**src/rtl/serial_alu_seq.sv**
```systemverilog
// rtl/serial_alu_seq.sv - bit-serial sequencer driving a 1-bit ALU slice LSB first
module serial_alu_seq #(
  parameter int WIDTH = 8
) (
  input  logic             clk,
  input  logic             rst,
  input  logic             in_valid,
  output logic             in_ready,
  input  logic [WIDTH-1:0] in_a,
  input  logic [WIDTH-1:0] in_b,
  input  logic [2:0]       in_op,
  input  logic             in_sub,
  output logic             out_valid,
  input  logic             out_ready,
  output logic [WIDTH-1:0] out_result,
  output logic             out_cout,
  output logic             out_overflow,
  output logic             out_zero,
  output logic             slice_a,
  output logic             slice_b,
  output logic             slice_cin,
  output logic             slice_sub,
  output logic [2:0]       slice_op,
  input  logic             slice_result,
  input  logic             slice_cout
);

  localparam int CW = (WIDTH > 2) ? $clog2(WIDTH) : 1;
  localparam logic [CW-1:0] LAST_BIT = CW'(WIDTH - 1);

  localparam logic [1:0] IDLE = 2'd0;
  localparam logic [1:0] RUN  = 2'd1;
  localparam logic [1:0] DONE = 2'd2;

  localparam logic [2:0] OP_ARITH = 3'b100;
  localparam logic [2:0] OP_SLT   = 3'b101;

  logic [1:0]       state;
  logic [CW-1:0]    bit_cnt;
  logic [WIDTH-1:0] a_reg;
  logic [WIDTH-1:0] b_reg;
  logic [2:0]       op_reg;
  logic             sub_eff;
  logic             carry;
  logic [WIDTH-1:0] res_reg;

  logic             accept_sub;
  logic             is_arith;
  logic             is_slt;
  logic             is_void;
  logic             ovf_raw;
  logic [WIDTH-1:0] full_res;
  logic [WIDTH-1:0] fin_res;
  logic             fin_cout;
  logic             fin_ovf;

  assign in_ready   = (state == IDLE);
  assign out_valid  = (state == DONE);
  assign out_result = res_reg;

  // SLT always subtracts; ADD/SUB subtracts only when asked
  assign accept_sub = (in_op == OP_SLT) | ((in_op == OP_ARITH) & in_sub);

  // Slice drive: subtraction is B inverted plus a seeded carry, so the Sub pin stays low
  always_comb begin
    slice_a   = a_reg[bit_cnt];
    slice_b   = b_reg[bit_cnt] ^ sub_eff;
    slice_cin = carry;
    slice_sub = 1'b0;
    slice_op  = (op_reg[2:1] == 2'b10) ? OP_ARITH : op_reg;
  end

  // Final result/flag assembly, evaluated while the MSB is on the slice
  always_comb begin
    is_arith = (op_reg == OP_ARITH) || (op_reg == OP_SLT);
    is_slt   = (op_reg == OP_SLT);
    is_void  = (op_reg[2:1] == 2'b11);
    // carry still holds the carry into the MSB here, so no separate cin_msb register is needed
    ovf_raw  = carry ^ slice_cout;
    full_res = res_reg;
    full_res[WIDTH-1] = slice_result;
    fin_res  = full_res;
    fin_cout = 1'b0;
    fin_ovf  = 1'b0;
    if (is_arith) begin
      fin_cout = slice_cout;
      fin_ovf  = ovf_raw;
    end
    if (is_slt) begin
      fin_res = {{(WIDTH-1){1'b0}}, full_res[WIDTH-1] ^ ovf_raw};
    end
    if (is_void) begin
      fin_res = '0;
    end
  end

  // Sequencer state: accept, one slice bit per clock, hold result until taken
  always_ff @(posedge clk) begin
    if (rst) begin
      state        <= IDLE;
      bit_cnt      <= '0;
      a_reg        <= '0;
      b_reg        <= '0;
      op_reg       <= '0;
      sub_eff      <= 1'b0;
      carry        <= 1'b0;
      res_reg      <= '0;
      out_cout     <= 1'b0;
      out_overflow <= 1'b0;
      out_zero     <= 1'b0;
    end else begin
      case (state)
        IDLE: begin
          if (in_valid) begin
            a_reg        <= in_a;
            b_reg        <= in_b;
            op_reg       <= in_op;
            sub_eff      <= accept_sub;
            carry        <= accept_sub;
            bit_cnt      <= '0;
            res_reg      <= '0;
            out_cout     <= 1'b0;
            out_overflow <= 1'b0;
            out_zero     <= 1'b0;
            state        <= RUN;
          end
        end
        RUN: begin
          res_reg[bit_cnt] <= slice_result;
          carry            <= slice_cout;
          bit_cnt          <= bit_cnt + 1'b1;
          if (bit_cnt == LAST_BIT) begin
            res_reg      <= fin_res;
            out_cout     <= fin_cout;
            out_overflow <= fin_ovf;
            out_zero     <= (fin_res == '0);
            bit_cnt      <= '0;
            state        <= DONE;
          end
        end
        DONE: begin
          if (out_ready) begin
            state <= IDLE;
          end
        end
        default: state <= IDLE;
      endcase
    end
  end

endmodule
```
**config.mk**
```make
export PLATFORM = sky130hd
export DESIGN_NAME = serial_alu_seq
export DESIGN_NICKNAME = d
export VERILOG_FILES = /design/src/rtl/serial_alu_seq.sv
export SDC_FILE = /design/constraint.sdc
export NUM_CORES = 1
export LEC_CHECK = 0
export ABC_CLOCK_PERIOD_IN_PS = 5150
export BUFFER_PORTS_ARGS = -buffer_cell sky130_fd_sc_hd__buf_2
export CORE_ASPECT_RATIO = 1.75
export CORE_MARGIN = 4
export CORE_UTILIZATION = 40
export DETAILED_ROUTE_END_ITERATION = 16
export PLACE_DENSITY = 0.72
export SLEW_MARGIN = 20
export SYNTH_ARGS = -nofsm -noshare
export SYNTH_HDL_FRONTEND = slang
export SYNTH_SLANG_ARGS = --single-unit
```
**constraint.sdc**
```tcl
create_clock -name clk -period 5.15 [get_ports clk]
set_clock_uncertainty 0.05 [all_clocks]
set_input_delay 0 -clock clk [delete_from_list [all_inputs] [get_ports clk]]
set_output_delay 0 -clock clk [all_outputs]
set_load 0.01 [all_outputs]
```
Word level (Yosys, flattened, before mapping)
Index checks and enable logic that the tools add are counted.
{"block": "totals", "regBits": 37, "inputBits": 26, "output_inout_bits": 20, "word_cells": 71}
{"block": "op_classes", "add_sub_neg": 1, "order_cmp": 2, "n_eq_ne": 12, "muxes": 31, "n_bitwise": 5, "n_reduce_logical": 9}
{"operator": "two-way mux 8 bit", "n": 4}
{"operator": "case mux 8 bit (2 select lines)", "n": 1}
{"operator": "== test 3 bit, second input constant", "n": 5}
{"operator": "two-way mux 1 bit", "n": 10}
{"operator": "two-way mux 3 bit", "n": 3}
{"operator": "bitwise mux 8 bit", "n": 1}
{"operator": "logical NOT 8 bit", "n": 1}
{"operator": "case mux 1 bit (2 select lines)", "n": 4}
{"operator": "binary-select mux 1 bit (select 3 bit)", "n": 2}
{"operator": "== test 2 bit, second input constant", "n": 3}
{"operator": "two-way mux 2 bit", "n": 3}
{"operator": "case mux 2 bit (3 select lines)", "n": 1}
{"operator": "case mux 3 bit (2 select lines)", "n": 1}
{"operator": "AND reduction 3 bit", "n": 2}
{"operator": "less-than comparator 3 x 4 -> 1 bit, second input constant", "n": 1}
{"operator": "!= test 2 bit, second input constant", "n": 2}
{"operator": "AND reduction 2 bit", "n": 2}
{"operator": "adder 3 x 1 -> 3 bit, second input constant", "n": 1}
{"operator": "demux 1 bit (select 3 bit)", "n": 1}
{"operator": ">= comparator 3 x 1 -> 1 bit, second input constant", "n": 1}
{"operator": "bitwise XOR 1 bit", "n": 3}
{"operator": "== test 2 x 1 -> 1 bit, second input constant", "n": 1}
{"operator": "logical NOT 2 bit", "n": 1}
{"operator": "!= test 2 x 1 -> 1 bit, second input constant", "n": 1}
{"operator": "other kinds (5)", "n": 5}

Logic depth before layout (Yosys ltp)
{"block": "depth", "ltp_word": 7, "ltp_mapped": 7, "depth_no_buf": 6}

Worst setup path after synthesis
OpenSTA, ideal clock, no wires.
{"block": "synth_timing", "path_kind": "reg-to-reg", "from": "register bit_cnt[0]", "to": "register res_reg[1], in the netlist out_result[1]", "setup_time_ps": 74, "arrival_ps": 1675, "required_time_ps": 5026, "slack_ps": 3350, "stages_incl_launch_ff": 6, "path_buffers": 0, "synth_period_minus_slack_ps": 1800, "path_cell_list": "dfxtp_1 ha_1 ha_1 or3_1 or3b_2 o21ai_0"}
{"block": "synth_between", "elab_chain_len": 7, "elab_cells_between_ends": 9, "cone_classes": "order compare: 2; eq/ne: 1; mux: 5; reduce/logical: 1"}
{"item": "start: declaration", "line_no": "39", "rtl": "logic [CW-1:0] bit_cnt;"}
{"item": "start signal: assignment", "line_no": "131", "rtl": "bit_cnt <= bit_cnt + 1'b1;"}
{"item": "less-than comparator 3 x 4 -> 1 bit (not written as such) or >= comparator 3 x 1 -> 1 bit (tied branches)", "line_no": "129", "rtl": "res_reg[bit_cnt] <= slice_result;"}
{"item": "logical AND 1 bit (not written as such)", "line_no": "129"}
{"item": "two-way mux 1 bit (not written as such)", "line_no": "129"}
{"item": "demux 1 bit (select 3 bit)", "line_no": "129"}
{"item": "bitwise mux 8 bit", "line_no": "129"}
{"item": "two-way mux 8 bit *", "line_no": "132", "rtl": "if (bit_cnt == LAST_BIT) begin"}
{"item": "case mux 8 bit (2 select lines) *", "line_no": "112", "rtl": "case (state)"}
{"item": "end signal: indexed assignment", "line_no": "129"}
{"item": "end signal: assignment", "line_no": "133", "rtl": "res_reg <= fin_res;"}
{"item": "end: declaration", "line_no": "45", "rtl": "logic [WIDTH-1:0] res_reg;"}
Mark *: on every way between the ends. The rest lies on a longest branch, timed or not.
A chain may end at the register's enable or synchronous reset.

Final worst setup path
{"block": "layout_timing", "from": "register bit_cnt[1]", "to": "register res_reg[6], in the netlist out_result[6]"}
The elaborated chain is that of the path after synthesis.

==> flow_metrics.py <==
metrics = {
    "outcome": {
        "status": "complete, no violations",
    },
    "yosys": {
        "ys_seq_elements": 37,
        "syn_area_sq_um": 1827,
        "synth-compound-area-share_pct": 19.11,
        "async_flop_share_pct": 0,
        "synth_most_common_cell": "nand2_1",
        "synthDominantCellAreaShare_pct": 40.55,
        "synth_fp_nets": 254,
        "synth_top_family_by_area": "simple AND/OR/NAND/NOR gates",
        "ys_types": 43,
        "syn_inst": 226,
        "postSynthAreaPerCell_sq_um": 8.083,
        "synthAdderAreaFrac_pct": 1.370,
        "synth_top_area_cell": "dfxtp_1",
        "synth.area.top_cells": "dfxtp_1 41%, a21oi_1 9.9%, nand2_1 9.5%",
        "synth_common_cells": "46 x nand2_1, 37 x dfxtp_1, 36 x a21oi_1",
        "synth_mux_area_share_pct": 7.397,
        "synthFlopType": "dfxtp_1",
        "yosysSeqAreaShare_pct": 40.55,
        "yosys.area_share.simple_pct": 24.11,
        "synth-edff-count": 0,
        "yosysWarningCount": 0,
        "synth_xor_area_share_pct": 2.192,
    },
    "floorplanning": {
        "die-area_sq_um": 5755,
        "fp.dieH_microns": 97.40,
        "fp-row-count": 32,
        "pin_count": 46,
        "start_util_pct": 41.48,
        "core-area_sq_um": 4404,
        "die_x_microns": 59.09,
    },
    "detailed_routing": {
        "vias": 1741,
        "dr.pass1.iters": 4,
        "detail_route.wl_per_cell_microns": 12.91,
        "drtIter0Drc": 41,
        "ant_nets": 0,
        "drc_errors": 0,
        "vias_per_cell": 5.244,
        "drt-total-wl_microns": 4285,
    },
    "timing": {
        "fmax_mhz": 391.3,
        "finalSetupViolCount": 0,
        "hold_viol": 0,
        "relSlewSlack_pct": 43.23,
        "tightest_slew_ns": 0.8515,
        "drv_slew": 0,
        "post-route-min-period_ns": 2.556,
        "finalCritPeriodShare_pct": 49.62,
        "rsz0062_at_grt": "no",
        "tns_ns": 0,
    },
    "worst_setup_path": {
        "crit_chain": "ha_1 -> ha_1 -> nand3b_1 -> o21ai_0 -> a21oi_1 -> o32ai_1",
        "path_max_fanout": 17,
        "critPathLaunchType": "flop",
        "worst_r2r_path_depth": 6,
        "slowest_delay_ns": 0.69,
        "critPathCaptureType": "flop",
        "slowest_stage": "dfxtp_1",
        "arrival_ns": 2.71,
        "path_class": "reg -> reg",
        "path_common_cell": "ha_1",
        "worst_ep_required_time_ns": 5.30,
    },
    "clocking": {
        "cts_buffer_depth": 2,
        "htreeDepth": 2,
        "cts_root_buffer": "clkbuf_8",
        "cts_made_buffers": 5,
        "cts_resized": 0,
        "clk_latency_ns": 0.29,
        "clock_sinks": 37,
        "cts.clk_slew.worst_paths_ns": 0.07,
        "cts_tree": "built",
    },
    "placed_design": {
        "place_area_sq_um": 2041,
        "hpwl_microns": 3014,
        "globalplace.congestion": 0.7496,
        "portBuffers": 44,
    },
    "final_layout": {
        "final_area_sq_um": 2342,
        "nNetsFinal": 309,
        "drive_gt1_share_pct": 22.06,
        "antennaDiodeCount": 0,
        "syn_to_final_growth_pct": 28.22,
    },
    "flow_run": {
        "maxCapViolCount": 0,
    },
    "power_and_ir_drop": {
        "power.share.clock_pct": 33.1,
        "p_sw_uw": 159.1,
        "p_per_area_nw_per_um2": 261.6,
        "power_uw": 612.8,
        "ir_drop_v": 0.0001812,
        "p_int_uw": 453.6,
        "pwr-share-comb_pct": 15.9,
        "switching_share_pct": 25.97,
        "leakage_uw": 0.0009809,
        "pwr-share-seq_pct": 51.0,
    },
    "global_routing": {
        "grt_antenna_before_repair": 0,
        "grt_max_degree": 41,
        "grt_use_total_pct": 15.30,
        "grt_overflow_total": 0,
        "grt_pass1_wl_microns": 6989,
        "grt_pass1_vias": 1636,
    },
    "hold_path": {
        "holdPathStages": 3,
        "min_path_type": "in -> reg",
    },
}
layer usage:
metal	vias to the layer above	part of all wire, %	GRT usage, %
li1	890	-	-
met1	800	38	15.51
met2	39	55	28.11
met3	12	4.4	3.059
met4	0	2.7	7.330
met5	-	0	0
repair_timing:
item | CTS | global route
buffers inserted | 0 | 0
hold buffers | 21 | 0
hold endpoints to repair | 23 | 0
logic make-up (layout without fill, tap and decap cells):
kind of cell | Yosys count | count (layout)
simple gates | 93 | 93
compound gates | 57 | 57
flops | 37 | 37
buf+inv | 22 | 77
mux | 11 | 11
xor+xnor | 3 | 3
fa+ha+maj | 2 | 2
other cells | 1 | 1
cell usage in the layout, fill, tap and decap left out, drive strengths merged, types with 2 or more instances in the layout:
| cell type | count |
|---|---|
| nand4 | 2 |
| nor3 | 3 |
| nor3b | 2 |
| o32ai | 2 |
| mux4 | 2 |
| nor2 | 10 |
| a31oi | 2 |
| buf | 45 |
| o21ai | 6 |
| nand2b | 6 |
| clkbuf | 7 |
| nor2b | 7 |
| dfxtp | 37 |
| nand3 | 8 |
| or3 | 2 |
| nand2 | 46 |
| mux2i | 9 |
| a22oi | 3 |
| dlygate4sd3 | 21 |
| inv | 4 |
| ha | 2 |
| nand3b | 3 |
| a21oi | 36 |
power by group through the flow:
stage               registers (uW)  logic [uW]  clock network [uW]
CTS                            312        98.1                 207
finish                         312        97.4                 203
global placement               319        84.2                   0
detailed placement             319        86.0                   0
floorplan                      313        64.1                   0
global route                   314         108                 218
final cells by class:
type	instances	area [sq um]
tap	51	63.81
sequential	37	740.7
multi-input combinational	167	998.5
clock buffer	7	86.33
fill	448	2062
timing repair buffer	66	437.9
inverter	4	15.01
final timing paths:
kind | start | to | slack [ns]
worst min-delay path | in_valid | state[0] | 0.01
worst max-delay path | bit_cnt[1] | out_result[6] | 2.59
worst min register to register | a_reg[0] | a_reg[0] | 0.41
worst max register to register | bit_cnt[1] | out_result[6] | 2.59
stage by stage:
step / cells / hold slack (ns) / setup WS (ns) / utilization (%)
global route: 332 / 0.03204 / 2.352 / 53.18
CTS: 332 / 0.002639 / 2.467 / 53.07
floorplan: 226 / 0.08596 / 3.350 / -
global placement: 304 / 0.1963 / 2.582 / 46.34
detailed placement: 304 / 0.1955 / 2.474 / 46.34
finish: 332 / 0.009944 / 2.594 / 53.18
worst max-delay path, delay by kind of cell, from the launching register on:
kind / cells / cell delay (ns)
AO/OA/AOI/OAI: 3 / 0.95
adder cells (fa/ha/maj): 2 / 0.54
AND/OR/NAND/NOR: 1 / 0.22
flip-flops: 1 / 0.69
No activity file was read; power rests on OpenSTA's default activity.
